[src/rtl/rom_arb_pkg.sv]
// Shared types and defaults for the boot-ROM access arbiter.
package rom_arb_pkg;

  typedef enum logic [1:0] {
    IDLE   = 2'd0,
    ACCESS = 2'd1,
    RESP   = 2'd2
  } state_t;

  typedef logic port_id_t;

  localparam int unsigned ROM_LAT_DEFAULT = 2;

endpackage

[src/rtl/rom_access_arbiter_rr_arb2.sv]
// Two-way round-robin arbiter: on contention the port that did not win last time is granted.
module rr_arb2
  import rom_arb_pkg::*;
(
  input  logic [1:0] valid,
  input  port_id_t   last_grant,
  output logic [1:0] grant_c
);

  always_comb begin
    grant_c = valid;
    if (valid == 2'b11) begin
      grant_c = (last_grant == 1'b1) ? 2'b01 : 2'b10;
    end
  end

endmodule

[src/rtl/rom_access_arbiter.sv]
// Shares the boot ROM macro between the I-fetch refill port (0) and the AHB data port (1),
// sequencing enable/OE for a fixed latency and returning data on a per-port response strobe.
module rom_access_arbiter
  import rom_arb_pkg::*;
#(
  parameter int unsigned ADDR_W  = 32,
  parameter int unsigned DATA_W  = 32,
  parameter int unsigned ROM_AW  = 12,
  parameter int unsigned ROM_LAT = ROM_LAT_DEFAULT
) (
  input  logic              clk,
  input  logic              rst,
  input  logic              req0_valid,
  input  logic [ADDR_W-1:0] req0_addr,
  output logic              req0_ready,
  output logic              rsp0_valid,
  output logic [DATA_W-1:0] rsp0_data,
  output logic              rsp0_err,
  input  logic              req1_valid,
  input  logic [ADDR_W-1:0] req1_addr,
  output logic              req1_ready,
  output logic              rsp1_valid,
  output logic [DATA_W-1:0] rsp1_data,
  output logic              rsp1_err,
  output logic              ROM_enable,
  output logic              ROM_OE,
  output logic [ROM_AW-1:0] ROM_address,
  input  logic [DATA_W-1:0] ROM_out,
  output logic              busy
);

  localparam int unsigned CNT_W = $clog2(ROM_LAT + 1);

  state_t            state_q, state_d;
  logic [CNT_W-1:0]  cnt_q, cnt_d;
  port_id_t          last_grant_q, last_grant_d;
  port_id_t          port_q, port_d;
  logic [ROM_AW-1:0] rom_addr_q, rom_addr_d;
  logic [DATA_W-1:0] data_q, data_d;
  logic              err_q, err_d;

  logic [1:0]        grant_c;
  logic              hs_c;
  port_id_t          win_c;
  logic [ADDR_W-1:0] sel_addr_c;
  logic              unused_addr_c;

  rr_arb2 u_rr_arb2 (
    .valid      ({req1_valid, req0_valid}),
    .last_grant (last_grant_q),
    .grant_c    (grant_c)
  );

  // Ready is offered only in IDLE and is forced low while reset is asserted.
  assign req0_ready = rst && (state_q == IDLE) && grant_c[0];
  assign req1_ready = rst && (state_q == IDLE) && grant_c[1];
  assign hs_c       = req0_ready || req1_ready;
  assign win_c      = port_id_t'(grant_c[1]);
  assign sel_addr_c = grant_c[1] ? req1_addr : req0_addr;
  assign unused_addr_c = ^{sel_addr_c[ADDR_W-1:ROM_AW+2]};

  assign ROM_enable  = (state_q == ACCESS);
  assign ROM_OE      = (state_q == ACCESS);
  assign ROM_address = rom_addr_q;
  assign busy        = (state_q != IDLE);
  assign rsp0_valid  = (state_q == RESP) && (port_q == 1'b0);
  assign rsp1_valid  = (state_q == RESP) && (port_q == 1'b1);
  assign rsp0_data   = data_q;
  assign rsp1_data   = data_q;
  assign rsp0_err    = err_q;
  assign rsp1_err    = err_q;

  always_ff @(posedge clk or negedge rst) begin
    if (!rst) begin
      state_q      <= IDLE;
      cnt_q        <= '0;
      last_grant_q <= 1'b1;
      port_q       <= 1'b0;
      rom_addr_q   <= '0;
      data_q       <= '0;
      err_q        <= 1'b0;
    end else begin
      state_q      <= state_d;
      cnt_q        <= cnt_d;
      last_grant_q <= last_grant_d;
      port_q       <= port_d;
      rom_addr_q   <= rom_addr_d;
      data_q       <= data_d;
      err_q        <= err_d;
    end
  end

  // Misaligned requests skip the ROM entirely; ROM_address keeps its last driven value.
  always_comb begin
    state_d      = state_q;
    cnt_d        = cnt_q;
    last_grant_d = last_grant_q;
    port_d       = port_q;
    rom_addr_d   = rom_addr_q;
    data_d       = data_q;
    err_d        = err_q;
    case (state_q)
      IDLE: begin
        if (hs_c) begin
          last_grant_d = win_c;
          port_d       = win_c;
          if (sel_addr_c[1:0] != 2'b00) begin
            err_d   = 1'b1;
            data_d  = '0;
            state_d = RESP;
          end else begin
            err_d      = 1'b0;
            rom_addr_d = sel_addr_c[ROM_AW+1:2];
            cnt_d      = CNT_W'(ROM_LAT - 1);
            state_d    = ACCESS;
          end
        end
      end
      ACCESS: begin
        if (cnt_q == '0) begin
          data_d  = ROM_out;
          state_d = RESP;
        end else begin
          cnt_d = cnt_q - CNT_W'(1);
        end
      end
      RESP:    state_d = IDLE;
      default: state_d = IDLE;
    endcase
  end

  a_rom_lat: assert property (@(posedge clk) ROM_LAT >= 1);
  a_hold0: assert property (@(posedge clk) disable iff (!rst)
    (req0_valid && !req0_ready) |=> (req0_valid && $stable(req0_addr)));
  a_hold1: assert property (@(posedge clk) disable iff (!rst)
    (req1_valid && !req1_ready) |=> (req1_valid && $stable(req1_addr)));
  a_one_ready: assert property (@(posedge clk) disable iff (!rst) !(req0_ready && req1_ready));
  a_one_rsp: assert property (@(posedge clk) disable iff (!rst) !(rsp0_valid && rsp1_valid));

endmodule

[config.mk]
export PLATFORM = sky130hd
export DESIGN_NAME = rom_access_arbiter
export DESIGN_NICKNAME = d
export VERILOG_FILES = /design/src/rtl/rom_arb_pkg.sv /design/src/rtl/rom_access_arbiter_rr_arb2.sv /design/src/rtl/rom_access_arbiter.sv
export SDC_FILE = /design/constraint.sdc
export NUM_CORES = 1
export LEC_CHECK = 0
export CAP_MARGIN = 20
export CORE_MARGIN = 4
export CORE_UTILIZATION = 36
export CTS_CLUSTER_SIZE = 25
export DETAILED_ROUTE_END_ITERATION = 12
export HOLD_SLACK_MARGIN = 0.06
export PLACE_DENSITY = 0.95
export SETUP_SLACK_MARGIN = 0.5
export SLEW_MARGIN = 20
export SYNTH_ARGS = -nofsm -noshare
export SYNTH_HDL_FRONTEND = slang
export SYNTH_SLANG_ARGS = --single-unit
[constraint.sdc]
create_clock -name clk -period 3.7 [get_ports clk]
set_input_delay 1.11 -clock clk [delete_from_list [all_inputs] [get_ports clk]]
set_output_delay 1.11 -clock clk [all_outputs]
set_load 0.02 [all_outputs]
==> metrics.yaml <==
outcome: "finished clean"
grt_pass1_vias: 2109
p_sw_share_pct: 40.5
die_w_um: 89.4
yosys-top-cells-area: "dfrtp_1 52%, a22o_1 12%, buf_4 11%"
avgSynthCellArea_um2: 11.6
ys_seq_area_share_pct: 53.6
synthArstFlopShare_pct: 100
htree_levels: 2
wl_per_cell_um: 16.4
cts_tree: "done"
preCtsSetupSlack_ns: 0.0197
ios: 185
clock-sinks: 51
dp.cells: 390
cp_cell_sequence: "buf_2, nor3b_4, nand2_1, a21oi_1, buf_2"
final_cell_mix: "143 x clkdlybuf4s50_1, 50 x dfrtp_1, 32 x a22o_1"
grt_pass1_wl_um: 9880
drt_iter0_drc: 55
syn_inst: 205
cts.path.max_buffers: 2
synth_edf_count: 0
seq_power_share_pct: 32.9
power-per-cell-area_nw_per_um2: 777
syn2layout_area_growth_pct: 57.5
hold_violations: 0
ys_types: 28
fin_tns_setup_ns: 0
synth_top_area_share_pct: 52.5
antenna_found_initial: 0
synthMuxAreaShare_pct: 5.93
yosysWarningCount: 0
fin_crit_ns: 3.01
vias: 1971
drc: 0
cts_made_buffers: 5
ys_ff_latch: 51
slew_viol_final: 0
crit_type: "in -> out"
cp_common_cell: "buf_2"
yosysTopAreaCell: "dfrtp_1"
port_buffers: 148
power.switching_w: 0.00118
max_stage_delay_ns: 0.28
yosys.area_share.adder_pct: 0.525
arrival_ns: 1.90
post_cts_buffers: 0
netlist_area_um2: 2380
synth_nets: 306
layout_commonest_cell: "clkdlybuf4s50_1"
required_ns: 2.59
slew_headroom_pct: 41.5
fmax_mhz: 332
path_clk_slew_ns: 0.09
grt_usage_pct: 15.9
routedLengthMet1_um: 2500
power_frac_clock_pct: 10.5
p_leak_nw: 1.62
die_h_um: 89.4
tightestPinTransition_ns: 0.876
dpl-instance-area_um2: 3670
routed_wl_um: 6530
place_hpwl_um: 4920
top_layer: "met4"
post_drt_via_cell_ratio: 4.95
cap_violations: 0
dieArea_um2: 7990
synth-simple-area-share_pct: 3.25
p_int_w: 0.00174
drt-pass1-iter-count: 5
drive_above_1_share_pct: 6.54
pwr-share-comb_pct: 56.6
overflow: 0
fin_ws_ns: 0.687
synth_top_family_by_area: "compound AO/OA/AOI/OAI gates"
core_um2: 6390
instances_no_fill: 398
clock_latency_ns: 0.29
final_nets: 421
period_share_pct: 81.4
synthFlopType: "dfrtp_1"
critPathSlowestCell: "nor3b_4"
rows: 29
met3_wirelength_um: 470
root_buffer: "clkbuf_8"
synthXorXnorAreaFrac_pct: 0
hold_path_class: "reg -> reg"
ant_nets: 0
rsz0062_at_grt: "false"
final_area_um2: 3760
start_util_pct: 37.3
crit_fanout: 6
gp_congestion: 0.781
wl_met2_um: 3430
diodes: 0
grt_max_degree: 53
synth_compound_area_share_pct: 22.1
ctsHoldBuffers: 0
cp-end-kind: "output pin"
setup_viol: 0
peakVddDrop_uv: 407
start_kind: "input port"
finClkSkew_ns: 0.00524
==> registers in the layout, indices dropped and copies added, names as in the netlist <==
name,count
rsp0_err,1
state_q,2
last_grant_q,1
port_q,1
ROM_address,12
rsp0_data,32
cnt_q,2
==> routing by layer <==
layer	GRT usage (%)	up-vias
met2	29.2	83
li1	-	928
met5	0	-
met4	4.87	0
met1	17.9	948
met3	4.33	12
==> final timing paths <==
check,startpoint,endpoint,slack [ns],depth (start not counted)
min reg2reg,port_q,port_q,0.52,1
min,port_q,port_q,0.52,1
max reg2reg,last_grant_q,rsp0_data[4],1.57,5
max,rst,req0_ready,0.69,5
max in group asynchronous,rst,ROM_address[11],2.32,2
min in group asynchronous,rst,cnt_q[0],0.96,2
==> what timing repair did <==
item                                    4_1_cts  5_1_grt
endpoints found under the setup margin        2        2
hold endpoints to repair                      0        0
gates resized for setup                      11        2
==> power groups by stage <==
stage	Combinational [W]	Clock, W	Sequential [W]
after floorplan	0.000762	0	0.00118
after global placement	0.00164	0	0.000952
after detailed placement	0.00167	0	0.000964
after CTS	0.00168	0.000316	0.000961
after global routing	0.00175	0.000346	0.000995
final	0.00165	0.000307	0.000960
==> synthesized netlist by cell type, types with 2 or more instances <==
| cell | number |
|---|---|
| nor3_1 | 2 |
| mux2i_1 | 13 |
| buf_2 | 6 |
| nand2_1 | 2 |
| buf_6 | 3 |
| inv_1 | 6 |
| a21oi_1 | 30 |
| o21ai_0 | 5 |
| clkbuf_1 | 2 |
| nor2_1 | 4 |
| buf_4 | 34 |
| and2_1 | 2 |
| dfrtp_1 | 50 |
| a22o_1 | 32 |
==> worst max-delay path: cells and delay by family <==
family | cells | cell delay, ns
buf+inv | 2 | 0.28
compound gates | 1 | 0.12
simple gates | 2 | 0.39
==> per-stage QoR <==
| stage | hold slack [ns] | util (%) | total power [W] |
|---|---|---|---|
| 2_1_floorplan | 0.466 | - | 0.00194 |
| 3_5_place_dp | 0.496 | 57.4 | 0.00264 |
| 5_1_grt | 0.547 | 58.8 | 0.00309 |
| 4_1_cts | 0.516 | 58.7 | 0.00295 |
| 3_3_place_gp | 0.491 | 57.4 | 0.00259 |
| 6_report | 0.515 | 58.8 | 0.00292 |
==> cells by family (layout without fill, tap and decap cells) <==
kind of cell / count (synthesis) / count (layout)
compound gates: 74 / 74
flops: 51 / 51
simple gates: 14 / 14
fa+ha+maj: 1 / 1
buf+inv: 51 / 167
mux: 14 / 14
==> cell type report <==
cell class	instances	area (um2)
Timing Repair Buffer	153	1510
Sequential cell	51	1280
Clock buffer	6	72.6
Multi-Input combinational cell	103	767
Inverter	6	22.5
Fill cell	536	2630
Clock inverter	2	12.5
Tap cell	77	96.3
Power figures use the tool's default switching activity.
==> variant: new RTL, same flow settings <==
Change the package constant `ROM_LAT_DEFAULT` from 2 to 4.
--- a/src/rtl/rom_arb_pkg.sv
+++ b/src/rtl/rom_arb_pkg.sv
@@ -9,7 +9,7 @@
 
   typedef logic port_id_t;
 
-  localparam int unsigned ROM_LAT_DEFAULT = 2;
+  localparam int unsigned ROM_LAT_DEFAULT = 4;
 
 endpackage
 
Behaviour: not the same (Yosys sat finds a counterexample within 4 cycles, from zero or initial values and one cycle with rst low).
==> variant against the unedited design <==
Combinational power decreased by 22%; non-clock buffer count increased by 4; maximum frequency increased by 0.73%; synthesized area increased by 2.2%; core utilization increased by 1.6 points; cell area increased by 3.9%; wire length increased by 3.1%; hold slack got worse by 0.017 ns; sequential share of layout area decreased by 0.62 points; sequential cell count increased by 1; power decreased by 10%; clock power increased by 46%; worst setup slack improved by 0.022 ns; critical path depth unchanged; largest cell class unchanged; largest power group unchanged.
==> variant: results (changes against the unedited design) <==
| Metric | Value |
|---|---|
| Hold Startpoint | ROM_address[9] |
| TritonCTS Buffers | 5 (unchanged) |
| Slowest cell on the critical path | sky130_fd_sc_hd__dlygate4sd2_1 |
| Initial antenna violation count | 0 (unchanged) |
| Overall track demand over capacity in global routing | 0.1643 (+0.005072) |
| Clock-pin slew on the worst setup and hold paths | 0.09 ns (about the same) |
| Async set-or-reset flop fraction in the synthesized netlist | 1.000 (unchanged) |
| Highest cell delay on the worst timing path | 0.26 ns (-0.02 ns) |
| Kind of path behind the tightest hold check | reg2reg |
| Arrival time reported for the critical path endpoint | 1.88 ns (-0.02 ns) |
| Flop-to-flop setup slack | 1.89 ns (+0.32 ns) |
| Biggest area contributors in the synthesized netlist | sky130_fd_sc_hd__dfrtp_1 (52%), sky130_fd_sc_hd__a22o_1 (12%), sky130_fd_sc_hd__buf_4 (11%) |
| Commonest cells in the synthesized netlist | sky130_fd_sc_hd__dfrtp_1 (51), sky130_fd_sc_hd__buf_4 (35), sky130_fd_sc_hd__a22o_1 (32) |
| Status | completed |
| CP Max Fanout | 4 (-2) |
| Buffer depth of the longest clock path | 2 (unchanged) |
| Worst-case setup slack after placement | 0.01348 ns (-0.006184 ns) |
| Detailed-route wire length | 6.727 mm (+3.1%) |
| Global placer's final weighted congestion | 0.7393 (-5.3%) |
| Global-route wire length before repair | 10.83 mm (+9.6%) |
| Vias in the first global route | 2157 (+2.3%) |
| Cell variety after synth | 31 (+11%) |
| Post-Route Skew | 0.007780 ns (+0.002544 ns) |
| Seq/Total Area, Yosys | 0.5347 (-0.001008) |
| Beginning of the critical path | req1_valid |
| Detailed placement HPWL | 5.204 mm (+5.7%) |
| Number of flip-flops under the largest register name | 32 (unchanged) |
| Share of post-route cells with drive strength above 1 | 0.1392 (+0.07382) |
| Max frequency | 334.3 MHz (+0.73%) |
| Maximum number of pins on one net before global-route repair | 54 (+1.9%) |
| Overall via count from detail_route | 1916 (-2.8%) |
| Port Buffers | 148 (unchanged) |
| Start of the worst register-to-register path | last_grant_q |
| Root buffer cell | sky130_fd_sc_hd__clkbuf_8 |
| Net count after synthesis | 297 (-2.9%) |
| Post-CTS setup buffer count | 0 (unchanged) |
| Worst VDD drop | 0.3426 mV (-16%) |
| Source-to-sink clock delay at the later pin of the worst-skew pair | around 0.30 ns |
| Number of levels in the clock H-tree | 2 (unchanged) |
| Number of warnings issued by yosys | 0 (unchanged) |
| Total Nets Final | 418 (-0.71%) |
| Router iterations before antenna repair | 4 (-1) |
| Number of fill cells in the layout | 523 (-2.4%) |
| Leakage | 0.001688 uW (+4.3%) |
| Transition time of the tightest slew-check pin | 0.6559 ns (-0.2199 ns) |
| Initial DRC count | 42 (-24%) |
| Inserted Diodes | 0 (unchanged) |
variant: cell count changes in the layout (fill, tap and decap cells not counted), moves of 3 or more:
cell	change
sky130_fd_sc_hd__nand2b_1	+3
sky130_fd_sc_hd__mux2_1	+5
sky130_fd_sc_hd__mux2i_1	-12
sky130_fd_sc_hd__buf_4	+4
sky130_fd_sc_hd__a21oi_1	-28
sky130_fd_sc_hd__nand2_1	+4
sky130_fd_sc_hd__mux2_2	+18
variant: timing repair:
action                     CTS  global route
setup endpoints to repair    2             0
hold buffers                 0             0
resized for setup           13             0
hold endpoints to repair     0             0
variant: metal layers:
layer / global-route usage / up-vias / share of wire
met2: 0.3155 / 66 / 0.56
met1: 0.1706 / 947 / 0.38
li1: - / 893 / -
met4: 0.05230 / 0 / 0.016
met3: 0.04667 / 10 / 0.050
met5: 0 / - / 0
variant: stage by stage:
step	utilization	hold slack, ns	instance area, um^2	cells	total power [uW]
finish	0.6040	0.4977	3901	393	2616
floorplan	-	0.4648	2436	195	1613
detailed placement	0.5847	0.4755	3776	386	2196
CTS	0.6040	0.4976	3901	393	2651
global route	0.6040	0.5275	3901	393	2745
global placement	0.5845	0.4708	3775	386	2151
variant: critical path: cells and delay by family:
kind,cells,cell delay (ns)
buffers and inverters,3,0.53
and+or+nand+nor,2,0.24
variant: logic make-up (layout without fill, tap and decap cells):
group	after synthesis	in the layout	share of synthesized area
muxes	25	25	0.1150
DFF	52	52	0.5347
and+or+nand+nor	21	21	0.04880
adders and majority gates	2	2	0.01027
buffers and inverters	50	171	0.1346
AOI/OAI and AO/OA	45	45	0.1567
variant: worst paths after layout:
| path | endpoint | cells past startpoint |
|---|---|---|
| worst max-delay path | req0_ready | 5 |
| worst min-delay path | ROM_address[9] | 1 |
| worst max register to register | ROM_address[10] | 6 |
| worst min register to register | ROM_address[9] | 1 |
| max in group asynchronous | rsp0_data[6] | 2 |
| min in group asynchronous | rsp0_err | 2 |
variant: power breakdown:
part / total [uW] / switching (uW) / internal [uW]
Clock: 449 / 183 / 266
Combinational: 1290 / 621 / 665
Sequential: 880 / 128 / 752
Total: 2620 / 933 / 1680
variant: final cells by class:
type | count | area share
Clock buffer | 5 | 0.01764
Clock inverter | 2 | 0.01539
Inverter | 7 | 0.006735
Multi-Input combinational cell | 93 | 0.2069
Sequential cell | 52 | 0.3339
Tap cell | 77 | 0.02470
Timing Repair Buffer | 157 | 0.3948
